--- config.mk ---
export PLATFORM = sky130hd
export DESIGN_NAME = wb_as_bridge
export DESIGN_NICKNAME = d
export VERILOG_FILES = /design/src/rtl/wb_as_bridge.sv
export SDC_FILE = /design/constraint.sdc
export NUM_CORES = 1
export LEC_CHECK = 0
export ABC_CLOCK_PERIOD_IN_PS = 2500
export CORE_UTILIZATION = 50
export CTS_BUF_LIST = sky130_fd_sc_hd__clkbuf_2 sky130_fd_sc_hd__clkbuf_4 sky130_fd_sc_hd__clkbuf_8
export CTS_CLUSTER_DIAMETER = 150
export DETAILED_ROUTE_END_ITERATION = 8
export GPL_ROUTABILITY_DRIVEN = 1
export GPL_TIMING_DRIVEN = 0
export PLACE_DENSITY = 0.88
export SKIP_LAST_GASP = 1
export SYNTH_ARGS = -nofsm -noshare
export SYNTH_HDL_FRONTEND = slang
export SYNTH_SLANG_ARGS = --single-unit
--- constraint.sdc ---
create_clock -name clk -period 2.5 [get_ports clk]
set_clock_uncertainty 0.1 [all_clocks]
set_input_delay 0.5 -clock clk [delete_from_list [all_inputs] [get_ports clk]]
set_output_delay 0.5 -clock clk [all_outputs]
set_load 0.02 [all_outputs]
--- src/rtl/wb_as_bridge.sv ---
// Wishbone slave that serialises single 16-bit accesses into AS byte-stream
// command frames and collects the 2-byte read response from the remote bridge.
module wb_as_bridge #(
  parameter int TIMEOUT = 65535
) (
  input  logic        clk,
  input  logic        reset,
  input  logic        wb_cyc_i,
  input  logic        wb_stb_i,
  input  logic        wb_we_i,
  input  logic [1:0]  wb_sel_i,
  input  logic [31:0] wb_adr_i,
  input  logic [15:0] wb_dat_i,
  output logic [15:0] wb_dat_o,
  output logic        wb_ack_o,
  output logic        wb_err_o,
  output logic [7:0]  as_data_o,
  output logic        as_dstrb_o,
  input  logic        as_busy_i,
  input  logic [7:0]  as_data_i,
  input  logic        as_dstrb_i
);

  typedef enum logic [2:0] {IDLE, SEND, RESP, DONE, ERR} state_t;

  localparam logic [15:0] TIMEOUT_W = 16'(TIMEOUT);

  state_t      state, state_nxt;
  logic [31:0] adr_q;
  logic [15:0] dat_q;
  logic        we_q;
  logic [2:0]  idx, idx_nxt;
  logic [15:0] cnt, cnt_nxt;
  logic [15:0] rdat, rdat_nxt;
  logic        strb_q;
  logic [7:0]  txd_q;
  logic [7:0]  cur_byte;
  logic        last_byte;
  logic        req;
  logic        sel_unused;

  assign sel_unused = ^wb_sel_i;
  assign req        = wb_cyc_i & wb_stb_i;

  // Frame bytes in wire order; multi-byte fields go LSB first.
  always_comb begin
    cur_byte = 8'h00;
    case (idx)
      3'd0: cur_byte = we_q ? 8'h02 : 8'h01;
      3'd1: cur_byte = adr_q[7:0];
      3'd2: cur_byte = adr_q[15:8];
      3'd3: cur_byte = adr_q[23:16];
      3'd4: cur_byte = adr_q[31:24];
      3'd5: cur_byte = dat_q[7:0];
      3'd6: cur_byte = dat_q[15:8];
      default: cur_byte = 8'h00;
    endcase
  end

  assign last_byte = we_q ? (idx == 3'd6) : (idx == 3'd4);
  assign as_data_o = as_dstrb_o ? cur_byte : txd_q;

  always_comb begin
    state_nxt  = state;
    idx_nxt    = idx;
    cnt_nxt    = cnt;
    rdat_nxt   = rdat;
    as_dstrb_o = 1'b0;
    wb_ack_o   = 1'b0;
    wb_err_o   = 1'b0;
    wb_dat_o   = 16'h0000;
    case (state)
      IDLE: begin
        if (req) begin
          idx_nxt   = 3'd0;
          state_nxt = SEND;
        end
      end
      SEND: begin
        // The gap after every strobe lets the transmitter raise busy.
        if (!as_busy_i && !strb_q) begin
          as_dstrb_o = 1'b1;
          if (!last_byte) begin
            idx_nxt = idx + 3'd1;
          end else if (we_q) begin
            state_nxt = DONE;
          end else begin
            cnt_nxt   = 16'h0000;
            idx_nxt   = 3'd0;
            state_nxt = RESP;
          end
        end
      end
      RESP: begin
        cnt_nxt = cnt + 16'h0001;
        if (as_dstrb_i) begin
          if (idx == 3'd0) begin
            rdat_nxt[7:0] = as_data_i;
            idx_nxt       = 3'd1;
          end else begin
            rdat_nxt[15:8] = as_data_i;
          end
        end
        // A second byte landing on the expiry cycle still wins.
        if (as_dstrb_i && idx == 3'd1) begin
          state_nxt = DONE;
        end else if (cnt == TIMEOUT_W) begin
          state_nxt = ERR;
        end
      end
      DONE: begin
        wb_ack_o  = req;
        wb_dat_o  = we_q ? 16'h0000 : rdat;
        state_nxt = IDLE;
      end
      ERR: begin
        wb_err_o  = req;
        state_nxt = IDLE;
      end
      default: state_nxt = IDLE;
    endcase
  end

  always_ff @(posedge clk) begin
    if (reset) begin
      state  <= IDLE;
      idx    <= 3'd0;
      cnt    <= 16'h0000;
      rdat   <= 16'h0000;
      strb_q <= 1'b0;
      txd_q  <= 8'h00;
    end else begin
      state  <= state_nxt;
      idx    <= idx_nxt;
      cnt    <= cnt_nxt;
      rdat   <= rdat_nxt;
      strb_q <= as_dstrb_o;
      if (as_dstrb_o) txd_q <= cur_byte;
    end
  end

  always_ff @(posedge clk) begin
    if (reset) begin
      adr_q <= 32'h0;
      dat_q <= 16'h0;
      we_q  <= 1'b0;
    end else if (state == IDLE && req) begin
      adr_q <= wb_adr_i;
      dat_q <= wb_dat_i;
      we_q  <= wb_we_i;
    end
  end

endmodule

# After elaboration in Yosys (flattened, before gate mapping)
# Cells that the tools add are included.
# Widths: inputs -> output; s select.
[word_totals] ff_bits=96 wordCells=75 inputBits=65 out_inout_bits=27
[classes] add_sub_neg=2 n_reduce_logical=14 bitwise=2 n_eq_ne=19 muxes=28
[ops] operator="$mux 16" count=5
[ops] operator="$pmux 8 s7" count=1
[ops] operator="$mux 3" count=11
[ops] operator="$pmux 16 s2" count=1
[ops] operator="$pmux 3 s3" count=2
[ops] operator="$add 16x1->16 const B" count=1
[ops] operator="$eq 16x16->1 const B" count=1
[ops] operator="$eq 3x2->1 const B" count=4
[ops] operator="$eq 3x3->1 const B" count=4
[ops] operator="$ne 2x2->1 const B" count=6
[ops] operator="$mux 8" count=1
[ops] operator="$reduce_and 4->1" count=2
[ops] operator="$eq 3x1->1 const B" count=2
[ops] operator="$logic_not 3->1" count=2
[ops] operator="$mux 1" count=6
[ops] operator="$ne 3x3->1 const B" count=2
[ops] operator="$reduce_and 3->1" count=2
[ops] operator="$reduce_and 6->1" count=1
[ops] operator="$add 3x1->3 const B" count=1
[ops] operator="$logic_and 1x1->1" count=3
[ops] operator="$reduce_bool 3->1" count=1
[ops] operator="$logic_not 1->1" count=2
[ops] operator="$mux 2" count=1
[ops] operator="$reduce_bool 2->1" count=1
[ops] operator="2 further kinds" count=2

# Depth between registers and ports, before layout
[depth] word_depth=5 ltp_mapped=8 mapped_depth_nobuf=6

# Least setup slack after synthesis
# Ideal clock, no wire load.
[synth_timing] kind="flip-flop to output port" start="reg idx[0]" end="out as_data_o[1]" path_buffers=2 path_slack_ns=0.189 path_stages_with_launch=8 arrival_time_ns=1.711 required_time_ns=1.900 path_cell_list="dfxtp_1 -> ha_1 -> clkbuf_1 -> clkbuf_1 -> nand2_1 -> a31oi_1 -> a221oi_1 -> a21oi_1"
[synth_via] elab_chain_cells=3 word_cells_on_any_way=9 classes_between="eq/ne (6); mux (2); reduce/logical (1)"
[synth_rtl] item="start: declaration" line_no="32" source="logic [2:0] idx, idx_nxt;"
[synth_rtl] item="start signal: assignment" line_no="134" source="idx <= idx_nxt;"
[synth_rtl] item="$eq 3x3->1 (tied with other cells)" line_no="48" source="case (idx)"
[synth_rtl] item="$pmux 8 s7 (*)" line_no="48"
[synth_rtl] item="$mux 8 (*)"
[synth_rtl] item="end: declaration" line_no="17" source="output logic [7:0] as_data_o,"
# Every way passes the cells marked *; elsewhere a longest branch is shown, timed or not.

# Final worst setup path
[layout_timing] start="reg idx[1]" end="out as_data_o[7]"
# Same word-level chain as after synthesis.

==> results.toml <==
[worst_setup_path]
crit_path_end_kind = "output pin"
path_buf_inv = 5
path_delay_family = "buffers and inverters"
critical_path_peak_fanout = 5
slowest_stage = "dfxtp_4"
path_cells = "inv_4 -> ha_4 -> clkbuf_16 -> buf_4 -> nor4_4 -> nor4_2 -> buf_4 -> o21ai_2 -> nand2_1 -> buf_2"
max_stage_delay_ns = 0.40
cp.arrival_ns = 2.30
critPathKind = "reg2out"
cp.required_ns = 1.90
cpMostUsedCell = "buf_4"
critPathLaunchType = "flop"

[die]
start_util_pct = 52.6
chipHeight_um = 95.7
die_x_um = 95.7
coreArea_mm2 = 0.00834
ios = 92
dieArea_mm2 = 0.00915
rows = 33

[global_routing]
grtUsageMet1_pct = 34.8
track_usage_pct = 30.8
antenna_found_initial = 0
grt_pass1_wl_um = 21600
grt.met3_usage_pct = 6.06
top_usage_layer = "met2"
use_met2_pct = 53.5
grt_max_degree = 17
overflow = 0
first_global_vias = 4631

[power]
sequentialPowerShare_pct = 51.3
power_frac_comb_pct = 14.7
powerDensity_mw_per_mm2 = 516
p_leak_nw = 2.39
p_switching_mw = 0.845
p_int_mw = 2.30
clkPwrFrac_pct = 34.0
irDropWorstVdd_uv = 334
p_sw_share_pct = 26.8

[timing]
tightest_slew_ns = 0.723
max-slew-margin-rel_pct = 51.4
final.min_clock_period_ns = 2.90
slew_viol_final = 0
final.period_utilization_pct = 116
rsz0062_at_grt = "true"
hold_viol = 0
max_freq_ghz = 0.345
setup_viol = 8
finalSetupTns_ns = -2.69
fin_ws_ns = -0.398

[yosys]
yosysSeqAreaShare_pct = 43.8
yosys.area.top_type = "dfxtp_1"
synthCells = 534
synth_fp_nets = 605
synth_top_area_share_pct = 43.8
ys_types = 55
syn_area_mm2 = 0.00439
synth_ff_type = "dfxtp_1"
ys_seq_elements = 96
syn_area_per_cell_um2 = 8.21
synth_warnings = 0
async_flop_share_pct = 0
netlist_top_cells_area = "dfxtp_1 44%, nand2_1 10%, a21oi_1 8.9%"
synth_enable_flop_cells = 0

[final_layout]
drive_above_1_share_pct = 18.9
antenna_cells = 0
design_area_mm2 = 0.00610
mostFrequentLayoutCells = "118 x nand2_1, 91 x dfxtp_1, 74 x a21oi_1, 60 x clkdlybuf4s50_1, 27 x buf_4"
nNetsFinal = 728
syn2layout_area_growth_pct = 39.0
final_common_cell = "nand2_1"

[clock_network]
cts_hold_buf = 0
cts_buffer_depth = 2
clkTransAtPathRegs_ns = 0.10
cts_root_buf = "clkbuf_8"
htreeDepth = 3
clock_latency_ns = 0.38
cts_tree = "yes"
cts_made_buffers = 9
cts.sinks = 96

[placement]
dpl-instance-area_mm2 = 0.00540
globalplace.congestion = 0.943
io_buffer_count = 88
dp.final_hpwl_um = 8790

[status]
outcome = "complete, but fails checks"
violations = "setup timing"

[detailed_routing]
drt-initial-drc-count = 438
wire_per_inst_um = 18.5
vias_per_cell = 6.10
dr.pass1.iters = 7
drc = 0
routed_wl_um = 14200
num_vias = 4676
drtAntennaViolNets = 0

[min_path]
hold_path.class = "reg2reg"

[job]
maxCapViolCount = 0
[state kept, by name, indices dropped and copies added, names as in the netlist]
| signal | cells |
|---|---|
| we_q | 1 |
| txd_q | 8 |
| cnt | 16 |
| adr_q | 32 |
| idx | 3 |
| state | 3 |
| rdat | 16 |
| dat_q | 16 |
| strb_q | 1 |
[path summary, 6_finish.rpt]
path                  start            to  slack [ns]  cells past startpoint
setup / recovery     idx[1]  as_data_o[7]       -0.40                     10
hold / removal    adr_q[24]     adr_q[24]        0.36                      2
setup reg to reg     idx[0]      txd_q[1]        0.17                     12
hold reg to reg   adr_q[24]     adr_q[24]        0.36                      2
[through the flow]
step	util, %	total power, mW	setup WS, ns	hold WS [ns]	std cells
3_5_place_dp	64.7	2.03	-0.857	0.348	727
5_1_grt	73.1	3.23	-0.434	0.383	767
3_3_place_gp	64.7	2.01	-0.747	0.341	727
4_1_cts	72.2	3.11	-0.278	0.362	764
6_report	73.1	3.15	-0.398	0.360	767
2_1_floorplan	-	1.84	0.189	0.333	534
[routing by layer]
metal	wire length, um	share of wire (%)
met1	5130	36
met2	7070	50
met3	1200	8.5
met4	756	5.3
met5	0	0
[worst reg2reg max path: cells and delay by family, from the launching register on]
kind	cells	cell delay (ns)
DFF	1	0.40
AOI/OAI and AO/OA	4	0.76
adders and majority gates	1	0.17
buffers and inverters	7	0.77
[Yosys cell counts (5+ instances only)]
cell and count:
o31ai_1 8, a211oi_1 5, mux2i_1 18, dfxtp_1 96, a221oi_1 5, nor2_1 26, nand3_1 8, and2_1 19
nand2b_1 5, o21ai_0 15, a222oi_1 6, nor2b_1 5, or4_1 8, clkbuf_1 23, inv_1 7, nand3b_1 7
a21oi_1 78, ha_1 6, buf_2 10, nand2_1 119
[cell families after synthesis]
group,after synthesis,synth area share [%]
fa+ha+maj,6,1.71
flops,96,43.8
xor+xnor,1,0.200
simple gates,225,25.4
compound gates,140,19.7
mux,22,5.13
buf+inv,44,4.14
[what timing repair did]
item | in CTS | in global routing
pin swaps | 30 | 14
buffers inserted | 22 | 4
gates resized for setup | 151 | 30
setup endpoints to repair | 27 | 18
gates cloned | 1 | 0
[area by class of cell]
| cell class | count | area (um^2) |
|---|---|---|
| Fill cell | 553 | 2240 |
| Clock inverter | 5 | 63.8 |
| Timing Repair Buffer | 114 | 1060 |
| Buffer | 35 | 240 |
| Clock buffer | 11 | 145 |
| Inverter | 7 | 37.5 |
| Multi-Input combinational cell | 394 | 2480 |
| Tap cell | 105 | 131 |
| Sequential cell | 96 | 1940 |
[power by group through the flow]
stage	Sequential, mW	Clock [mW]	Combinational, mW
6_report	1.61	1.07	0.462
3_5_place_dp	1.65	0	0.382
5_1_grt	1.62	1.12	0.489
2_1_floorplan	1.64	0	0.204
3_3_place_gp	1.64	0	0.368
4_1_cts	1.61	1.07	0.427
Power figures use the tool's default switching activity.
